===== src/rtl/prewish_button_poller.sv =====
// Initiator side of the prewish single-strobe status handshake.
// Polls the debounce responder for its button byte, either periodically
// (i_enable) or on demand (i_poll_now). Latches the returned byte, emits
// one-cycle press/release masks, and recovers on a missing response.
//
// state    | meaning
// ---------+--------------------------------------------------------------
// IDLE     | counting toward the next automatic poll, or waiting for poll_now
// STROBE   | STB_O held high for STB_LEN cycles
// WAIT     | STB_O low, waiting up to TIMEOUT cycles for STB_I
module prewish_button_poller #(
  parameter int unsigned POLL_DIV = 1000,
  parameter int unsigned STB_LEN  = 2,
  parameter int unsigned TIMEOUT  = 16
) (
  input  logic       CLK_I,
  input  logic       RST_I,
  output logic       STB_O,
  output logic [7:0] DAT_O,
  input  logic       STB_I,
  input  logic [7:0] DAT_I,
  input  logic       i_enable,
  input  logic       i_poll_now,
  output logic [7:0] o_buttons,
  output logic [7:0] o_pressed,
  output logic [7:0] o_released,
  output logic       o_valid,
  output logic       o_timeout,
  output logic [7:0] o_err_count,
  output logic       o_busy,
  output logic       o_alive
);

  typedef enum logic [1:0] {
    ST_IDLE   = 2'd0,
    ST_STROBE = 2'd1,
    ST_WAIT   = 2'd2
  } state_t;

  localparam logic [15:0] POLL_TC = POLL_DIV[15:0] - 16'd1;
  localparam logic [3:0]  STB_TC  = STB_LEN[3:0] - 4'd1;
  localparam logic [7:0]  TO_TC   = TIMEOUT[7:0] - 8'd1;

  state_t      state_q, state_d;
  logic        stb_q, stb_d;
  logic [15:0] poll_q, poll_d;
  logic [3:0]  strb_q, strb_d;
  logic [7:0]  to_q, to_d;
  logic [7:0]  buttons_q, buttons_d;
  logic [7:0]  pressed_q, pressed_d;
  logic [7:0]  released_q, released_d;
  logic        valid_q, valid_d;
  logic        timeout_q, timeout_d;
  logic [7:0]  err_q, err_d;
  logic        alive_q, alive_d;

  // The request byte is reserved for a future mask; always zero for now.
  assign DAT_O       = 8'h00;
  assign STB_O       = stb_q;
  assign o_buttons   = buttons_q;
  assign o_pressed   = pressed_q;
  assign o_released  = released_q;
  assign o_valid     = valid_q;
  assign o_timeout   = timeout_q;
  assign o_err_count = err_q;
  assign o_busy      = (state_q != ST_IDLE);
  assign o_alive     = alive_q;

  // Next-state and next-output decode; pulse outputs default low each cycle.
  always_comb begin
    state_d    = state_q;
    stb_d      = stb_q;
    poll_d     = poll_q;
    strb_d     = strb_q;
    to_d       = to_q;
    buttons_d  = buttons_q;
    pressed_d  = 8'h00;
    released_d = 8'h00;
    valid_d    = 1'b0;
    timeout_d  = 1'b0;
    err_d      = err_q;
    alive_d    = alive_q;

    case (state_q)
      ST_IDLE: begin
        stb_d  = 1'b0;
        strb_d = 4'd0;
        // STB_I pulses here are stray and deliberately ignored.
        if (i_poll_now) begin
          state_d = ST_STROBE;
          stb_d   = 1'b1;
          poll_d  = 16'd0;
        end else if (i_enable) begin
          if (poll_q == POLL_TC) begin
            state_d = ST_STROBE;
            stb_d   = 1'b1;
            poll_d  = 16'd0;
          end else begin
            poll_d = poll_q + 16'd1;
          end
        end else begin
          poll_d = 16'd0;
        end
      end

      ST_STROBE: begin
        // A response during the strobe is a protocol violation; not latched.
        stb_d = 1'b1;
        if (strb_q == STB_TC) begin
          stb_d   = 1'b0;
          to_d    = 8'd0;
          state_d = ST_WAIT;
        end else begin
          strb_d = strb_q + 4'd1;
        end
      end

      ST_WAIT: begin
        stb_d = 1'b0;
        // Response is checked first so it wins over a coincident timeout.
        if (STB_I) begin
          buttons_d  = DAT_I;
          pressed_d  = DAT_I & ~buttons_q;
          released_d = ~DAT_I & buttons_q;
          valid_d    = 1'b1;
          alive_d    = ~alive_q;
          poll_d     = 16'd0;
          state_d    = ST_IDLE;
        end else if (to_q == TO_TC) begin
          timeout_d = 1'b1;
          err_d     = (err_q == 8'hFF) ? err_q : err_q + 8'd1;
          poll_d    = 16'd0;
          state_d   = ST_IDLE;
        end else begin
          to_d = to_q + 8'd1;
        end
      end

      default: begin
        state_d = ST_IDLE;
        stb_d   = 1'b0;
        poll_d  = 16'd0;
      end
    endcase
  end

  // State and output registers with synchronous active-low reset.
  always_ff @(posedge CLK_I) begin
    if (!RST_I) begin
      state_q    <= ST_IDLE;
      stb_q      <= 1'b0;
      poll_q     <= 16'd0;
      strb_q     <= 4'd0;
      to_q       <= 8'd0;
      buttons_q  <= 8'h00;
      pressed_q  <= 8'h00;
      released_q <= 8'h00;
      valid_q    <= 1'b0;
      timeout_q  <= 1'b0;
      err_q      <= 8'd0;
      alive_q    <= 1'b1;
    end else begin
      state_q    <= state_d;
      stb_q      <= stb_d;
      poll_q     <= poll_d;
      strb_q     <= strb_d;
      to_q       <= to_d;
      buttons_q  <= buttons_d;
      pressed_q  <= pressed_d;
      released_q <= released_d;
      valid_q    <= valid_d;
      timeout_q  <= timeout_d;
      err_q      <= err_d;
      alive_q    <= alive_d;
    end
  end

endmodule


===== config.mk =====
export PLATFORM = sky130hd
export DESIGN_NAME = prewish_button_poller
export DESIGN_NICKNAME = d
export VERILOG_FILES = /design/src/rtl/prewish_button_poller.sv
export SDC_FILE = /design/constraint.sdc
export NUM_CORES = 1
export LEC_CHECK = 0
export ABC_AREA = 1
export BUFFER_PORTS_ARGS = -buffer_cell sky130_fd_sc_hd__buf_2
export CAP_MARGIN = 0
export CORE_ASPECT_RATIO = 1.2
export CORE_MARGIN = 2
export CORE_UTILIZATION = 53
export DETAILED_ROUTE_END_ITERATION = 6
export GPL_ROUTABILITY_DRIVEN = 0
export PLACE_DENSITY_LB_ADDON = 0.1
export SYNTH_ARGS = -nofsm -noshare
export SYNTH_HDL_FRONTEND = slang
export SYNTH_SLANG_ARGS = --single-unit

===== constraint.sdc =====
create_clock -name CLK_I -period 2.07 [get_ports CLK_I]
set_input_delay 0.5175 -clock CLK_I [delete_from_list [all_inputs] [get_ports CLK_I]]
set_output_delay 0.5175 -clock CLK_I [all_outputs]
set_load 0.01 [all_outputs]

==> Yosys cells after proc, flatten, opt, wreduce, memory -nomap -nowiden <==
Index checks and enable logic that the tools add are counted.
{ "totals": {"register_bits": 66, "inputBits": 13, "out_inout_bits": 45, "elab_cells": 78} }
{ "classes": {"n_addsub": 4, "n_eq_ne": 13, "n_mux": 26, "n_bitwise": 10, "reduce_logical": 13} }
{ "ops": {"columns": ["operator", "n"], "rows": [
  ["16-bit 2-to-1 mux", 5],
  ["16-bit case mux with 3 select lines", 1],
  ["8-bit 2-to-1 mux", 3],
  ["16-bit by 1-bit adder with 16-bit output (second input constant)", 1],
  ["8-bit by 1-bit adder with 8-bit output (second input constant)", 2],
  ["8-bit bitwise AND", 2],
  ["16-bit by 10-bit == test with 1-bit output (second input constant)", 1],
  ["8-bit NOT", 2],
  ["8-bit case mux with 2 select lines", 1],
  ["2-bit 2-to-1 mux", 6],
  ["4-bit AND reduction", 3],
  ["3-bit != test (second input constant)", 3],
  ["8-bit by 4-bit == test with 1-bit output (second input constant)", 1],
  ["8-bit == test (second input constant)", 1],
  ["2-bit != test (second input constant)", 4],
  ["4-bit case mux with 2 select lines", 1],
  ["2-bit AND reduction", 4],
  ["1-bit 2-to-1 mux", 6],
  ["1-bit NOT", 6],
  ["2-bit case mux with 3 select lines", 1],
  ["2-bit nonzero test", 3],
  ["4-bit by 1-bit adder with 4-bit output (second input constant)", 1],
  ["4-bit by 1-bit == test with 1-bit output (second input constant)", 1],
  ["4-bit 2-to-1 mux", 1],
  ["other kinds (6)", 6]
]} }

==> Logic depth before layout (Yosys ltp) <==
Gate-level depths: netlist of the first run.
{ "logic_depth": {"depth_word": 5, "mapped_depth": 10, "ltp_nobuf": 10} }

==> Worst setup path after synthesis of the first run <==
OpenSTA, ideal clock, no wires.
{ "synth_timing": {"kind": "register to register", "start": "register to_q[1]", "end": "register poll_q[10]", "setup_ns": 0.115, "t_arrival_ns": 1.358, "t_required_ns": 1.955, "path_slack_ns": 0.597, "path_stages_with_launch": 9, "n_path_buf": 0, "period_less_slack_ns": 1.473, "cell_sequence": "dfxtp_1 ha_1 nand3_4 nor2_4 nor2_2 nor2_4 nand2_4 nand2_4 nor2_1"} }
{ "synth_between": {"elab_chain_len": 3} }
{ "synth_lines": {"columns": ["item", "line_no", "text"], "rows": [
  ["from (decl)", "48", "logic [7:0] to_q, to_d;"],
  ["from (signal assigned)", "167", "to_q <= to_d;"],
  ["8-bit by 4-bit == test with 1-bit output", "129", "end else if (to_q == TO_TC) begin"],
  ["3-bit != test (no line)", null, null],
  ["2-bit AND reduction (no line)", null, null],
  ["to (signal assigned)", "165", "poll_q <= poll_d;"],
  ["to (decl)", "46", "logic [15:0] poll_q, poll_d;"]
]} }
Every way passes these cells.
A chain may end at the register's enable or synchronous reset.

==> Final worst setup path of the first run <==
{ "layout_timing": {"start": "register state_q[1]", "end": "output o_busy"} }
{ "layout_between": {"elab_chain_len": 1} }
{ "layout_lines": {"columns": ["item", "line_no", "text"], "rows": [
  ["from (decl)", "44", "state_t state_q, state_d;"],
  ["from (signal assigned)", "163", "state_q <= state_d;"],
  ["2-bit nonzero test", "66", "assign o_busy = (state_q != ST_IDLE);"],
  ["to (decl)", "30", "output logic o_busy,"]
]} }
Every way passes these cells.

==> results_dict.tcl, run 1 <==
set metrics [dict create \
    grt_overflow_total 0 \
    worst-setup-path-type "register to primary output" \
    worstSetupStartpointType "register" \
    status "finished clean" \
    htree_levels 3 \
    hold_path_class "input pin to register" \
    synthesis.area_um2 3200 \
    fin_crit_sh 0.860 \
    wl_per_cell_um 11.1 \
    pin_count 58 \
    core_um2 5930 \
    tns_ns 0 \
    placementRows 31 \
    fp.dieW_um 74.9 \
    ir_drop_uv 652 \
    nets 530 \
    cts_hold_buf 0 \
    dieArea_um2 6670 \
    firstDrtPassIters 4 \
    ys_warn_count 0 \
    postLayoutCellArea_um2 3760 \
    drv_cap 0 \
    cts_buffer_depth 2 \
    async_flop_share 0 \
    fillers 554 \
    grt_pass1_wl_um 11100 \
    viasPerCell 4.87 \
    syn_inst 457 \
    drc 0 \
    root_buffer "clkbuf_8" \
    avgSynthCellArea_um2 7.00 \
    layout-drive-gt1-share 0.182 \
    multi_input_area_um2 1560 \
    cts_tree "yes" \
    drtIter0Drc 113 \
    fmax_mhz 562 \
    clkSinkCount 66 \
    fin_skew_ns 0.0102 \
    placed_area_um2 3490 \
    grt_max_degree 21 \
    ff_latch_area_um2 1320 \
    leakagePower_nw 1.59 \
    hold_ws_ns 0.421 \
    setup_viol 0 \
    hold_viol_final 0 \
    power_mw 2.96 \
    synth_cell_types 31 \
    drv_slew 0 \
    die-height_um 89.1 \
    gr-usage-all-layers 0.215 \
    hpwl_um 4860 \
    critPathMaxFanout 5 \
    crit_arrival_ns 1.26 \
    grt_pass1_vias 2567 \
    ctsResizeCount 0 \
    synth_top_area_share 0.413 \
    post_cts_buffers 0 \
    power.density_nw_per_um2 785 \
    path_clk_slew_ns 0.08 \
    final_core_util 0.634 \
    clk_latency_ns 0.34 \
    synth.yosys.seq_area_share 0.413 \
    antenna_cells 0 \
    grt_antenna_before_repair 0 \
    synth_most_common_cell "nand2_1" \
    cts_buffers 9 \
    synth_area_leaders "dfxtp_1, nand2_1, nor2_1, inv_1, nand3_1" \
    routed_wl_um 6620 \
    synth_enable_flop_cells 0 \
    end_kind "primary output" \
    ys_seq_elements 66 \
    vias 2915 \
    synth_common_cells "nand2_1, nor2_1, dfxtp_1" \
    portBuffers 49 \
    syn_to_final_growth_pct 17.8 \
    fin_crit_ns 1.78 \
    cp.required_ns 1.55 \
    rsz0062_at_grt "false" \
    synthFlopType "dfxtp_1" \
    yosysTopAreaCell "dfxtp_1" \
    floorplan.initialDensity 0.539 \
    ant_nets 0 \
]
-- where the power goes --
group | leakage [nW] | internal [mW] | switching [mW]
Combinational | 0.928 | 0.0511 | 0.127
Sequential | 0.532 | 1.28 | 0.0124
Clock | 0.133 | 0.959 | 0.521
-- stage by stage --
stage	cells	setup slack [ns]
floorplan	464	0.597
global placement	583	0.454
detailed placement	583	0.390
CTS	599	0.266
global route	599	0.214
finish	599	0.290
-- kinds of logic after synthesis --
logic type,share of synthesized area
compound gates,0.0935
xor+xnor,0.0137
fa+ha+maj,0.0196
buf+inv,0.107
flops,0.413
other cells,0.00117
simple gates,0.351
-- critical path, cell delays in order (launching register included) --
cell and delay [ns]:
dfxtp_1 0.49, nor2_1 0.14, inv_1 0.14, buf_2 0.15
-- registers in the layout, summed over array words and instances (netlist names) --
name / cells
o_pressed: 8
o_err_count: 8
STB_O: 1
state_q: 2
o_alive: 1
poll_q: 16
o_timeout: 1
o_valid: 1
o_released: 8
o_buttons: 8
strb_q: 4
to_q: 8
-- routing by layer --
layer / part of all wire / vias to the layer above / wire [µm] / global-route usage
met3: 0.045 / 16 / 295 / 0.0631
met1: 0.48 / 1291 / 3150 / 0.268
li1: - / 1549 / - / -
met4: 0.021 / 0 / 138 / 0.0877
met2: 0.46 / 59 / 3030 / 0.348
met5: 0 / - / 0 / 0
-- cell usage in the layout (no fill, tap or decap), types with 2 or more instances in the layout --
cell / instances
xor2_1: 3
a21oi_2: 3
buf_2: 49
nand4_1: 11
conb_1: 8
a21oi_1: 26
o21ai_0: 23
dfxtp_1: 66
nor3_1: 13
nor2_1: 75
xnor2_1: 2
inv_1: 59
bufinv_16: 4
a31oi_1: 2
buf_4: 4
nand2_2: 3
nor3_2: 2
ha_1: 5
nand2_4: 3
nor2_4: 5
clkbuf_8: 10
nor2_2: 3
nand2_1: 93
inv_2: 3
nand3_1: 34
-- cell type report --
class | count | share of cell area
well taps | 82 | 0.0273
inverters | 62 | 0.0618
clock buffers | 10 | 0.0366
multi-input cells | 320 | 0.414
flip-flops and latches | 66 | 0.351
repair buffers | 53 | 0.0731
clock inverters | 6 | 0.0362
-- worst paths after layout --
| check | startpoint | to | slack [ns] | cells after the start |
|---|---|---|---|---|
| worst max-delay path | state_q[1]$_SDFFE_PN0P_ | o_busy | 0.29 | 3 |
| worst min-delay path | DAT_I[2] | o_released[2]$_SDFF_PN0_ | 0.42 | 4 |
| worst max register to register | to_q[1]$_SDFFE_PN0P_ | poll_q[3]$_SDFFE_PN0P_ | 0.39 | 8 |
| worst min register to register | o_buttons[5]$_SDFFE_PN0P_ | o_released[5]$_SDFF_PN0_ | 0.47 | 2 |
Note: power is estimated with default switching activity, not from simulation.
==> run 2, diff against run 1 <==
--- a/config.mk
+++ b/config.mk
@@ -5,7 +5,6 @@
 export SDC_FILE = /design/constraint.sdc
 export NUM_CORES = 1
 export LEC_CHECK = 0
-export ABC_AREA = 1
 export BUFFER_PORTS_ARGS = -buffer_cell sky130_fd_sc_hd__buf_2
 export CAP_MARGIN = 0
 export CORE_ASPECT_RATIO = 1.2
==> run 2 against run 1 <==
Compared with the run above: synthesized area fell by 11%; register-to-register slack got worse by 0.22 ns; largest power group is now sequential cells; wire length decreased by 14%; clock power decreased by 18%; total power shrank 11%.
==> results_dict.tcl, run 2 <==
set metrics [dict create \
    grt_pass1_wl_um 9810 \
    grt_antenna_before_repair 0 \
    synth_area_leaders "dfxtp_1, nor3b_1, nand2_1, a21oi_1, nor2_1" \
    synth_common_cells "dfxtp_1, nand2_1, nor2_1" \
    hold_path_class "input pin to register" \
    grt_pass1_vias 2241 \
    viasPerCell 5.37 \
    pin_count 58 \
    syn_inst 316 \
    portBuffers 49 \
    ant_nets 0 \
    power_mw 2.64 \
    nets 393 \
    synth_enable_flop_cells 0 \
    fin_crit_sh 0.920 \
    async_flop_share 0 \
    ff2ff_path_depth 6 \
    post_cts_buffers 0 \
    routed_wl_um 5720 \
    synth.yosys.seq_area_share 0.464 \
    worstSetupStartpointType "register" \
    layout_common_cells "dfxtp_1, buf_2, nand2_1, nor2_1" \
    synth_cell_types 44 \
    synthFlopType "dfxtp_1" \
    fin_skew_ns 0.00806 \
    placementRows 29 \
    power.density_nw_per_um2 779 \
    cts_hold_buf 0 \
    layout-drive-gt1-share 0.213 \
    firstDrtPassIters 4 \
    largest_register_ffs 16 \
    drv_cap 0 \
    status "finished clean" \
    clkSinkCount 66 \
    yosysTopAreaCell "dfxtp_1" \
    multi_input_area_um2 1400 \
    synth_top_area_share 0.464 \
    top_register "poll_q" \
    fin_cells 442 \
    cts_tree "yes" \
    drc 0 \
    drv_slew 0 \
    worst-setup-path-type "register to register" \
    dp.cells 426 \
    layout_commonest_cell "dfxtp_1" \
    fp.dieW_um 70.9 \
    hold_depth 2 \
    avgSynthCellArea_um2 9.02 \
    root_buffer "clkbuf_8" \
    hold_viol_final 0 \
    vias 2373 \
    dieArea_um2 5980 \
    slowest_delay_ns 0.42 \
    hpwl_um 3960 \
    fin_crit_ns 1.90 \
    syn_to_final_growth_pct 18.9 \
    grt_max_degree 24 \
    drtIter0Drc 113 \
    die-height_um 84.3 \
    path_clk_slew_ns 0.08 \
    cts_buffer_depth 2 \
    critPathMaxFanout 5 \
    synthesis.area_um2 2850 \
    antenna_cells 0 \
    post-place-ws_ns 0.0824 \
    final_core_util 0.648 \
    end_kind "register" \
    grt_overflow_total 0 \
    leakagePower_nw 1.43 \
    rsz0062_at_grt "false" \
    worst_pin_slew_ns 0.585 \
    crit_arrival_ns 2.17 \
    ir_drop_uv 623 \
    synth_most_common_cell "dfxtp_1" \
    crit_chain "nor4_1, nand3_1, a41oi_1, buf_4, and4_1, mux2i_1" \
    clk_latency_ns 0.34 \
    worst_path_max_delay_cell "nor4_1" \
    htree_levels 3 \
    ctsResizeCount 0 \
    fmax_mhz 525 \
    floorplan.initialDensity 0.545 \
    tns_ns 0 \
    ys_seq_elements 66 \
    wl_per_cell_um 12.9 \
    cp.required_ns 2.34 \
    ys_warn_count 0 \
    ff_latch_area_um2 1320 \
    fin_ws_ns 0.166 \
    setup_viol 0 \
    gr-usage-all-layers 0.204 \
    fillers 454 \
    cts_buffers 9 \
    core_um2 5230 \
    slew_headroom 0.609 \
]
[run 2: changes by cell type after synthesis, moves of 9 or more]
| cell | delta |
|---|---|
| nand3_1 | -20 |
| nand2_1 | -51 |
| inv_1 | -55 |
| nor2_1 | -46 |
| nor3b_1 | +22 |
| o21ai_0 | -18 |
| mux2i_1 | +9 |
| nor3_1 | -9 |
[run 2: routing by layer]
metal | global-route usage | share of wire | vias to the layer above
met3 | 0.0660 | 0.051 | 2
met2 | 0.342 | 0.50 | 46
met5 | 0 | 0 | -
li1 | - | - | 1207
met4 | 0.0617 | 0.0028 | 0
met1 | 0.247 | 0.45 | 1118
[run 2: power breakdown]
group	internal [mW]	switching [mW]
combinational	0.0571	0.0810
sequential	1.28	0.00747
clock	0.688	0.525
total	2.02	0.614
[run 2: critical path: cells and delay by family, from the launching register on]
kind,cells,cell delay [ns]
AOI/OAI and AO/OA,1,0.26
buffers and inverters,1,0.18
muxes,1,0.17
DFF,1,0.34
and+or+nand+nor,3,0.88
[run 2: cell type report]
class                   count  area share
multi-input cells         233       0.414
clock inverters             7      0.0303
clock buffers               9      0.0366
inverters                   5     0.00554
well taps                  62      0.0229
repair buffers             60       0.100
flip-flops and latches     66       0.390
[run 2: cell families (layout without fill, tap and decap cells)]
| group | after synthesis | after routing | synth area share |
|---|---|---|---|
| flops | 66 | 66 | 0.464 |
| other cells | 1 | 8 | 0.00132 |
| buf+inv | 24 | 81 | 0.0531 |
| xor+xnor | 9 | 9 | 0.0277 |
| compound gates | 47 | 47 | 0.101 |
| simple gates | 153 | 153 | 0.291 |
| mux | 11 | 11 | 0.0395 |
| fa+ha+maj | 5 | 5 | 0.0220 |
[run 2: path summary, 6_finish.rpt]
| check | slack, ns | from | end |
|---|---|---|---|
| hold / removal | 0.35 | DAT_I[2] | o_released[2]$_SDFF_PN0_ |
| setup reg to reg | 0.17 | to_q[4]$_SDFFE_PN0P_ | o_err_count[3]$_SDFFE_PN0P_ |
| hold reg to reg | 0.46 | o_buttons[6]$_SDFFE_PN0P_ | o_pressed[6]$_SDFF_PN0_ |
| setup / recovery | 0.17 | to_q[4]$_SDFFE_PN0P_ | o_err_count[3]$_SDFFE_PN0P_ |
[run 2: stage by stage]
stage / area (µm²) / hold slack [ns]
2_1_floorplan: 2880 / 0.432
3_5_place_dp: 3160 / 0.453
3_3_place_gp: 3160 / 0.439
5_1_grt: 3390 / 0.341
4_1_cts: 3390 / 0.338
6_report: 3390 / 0.351
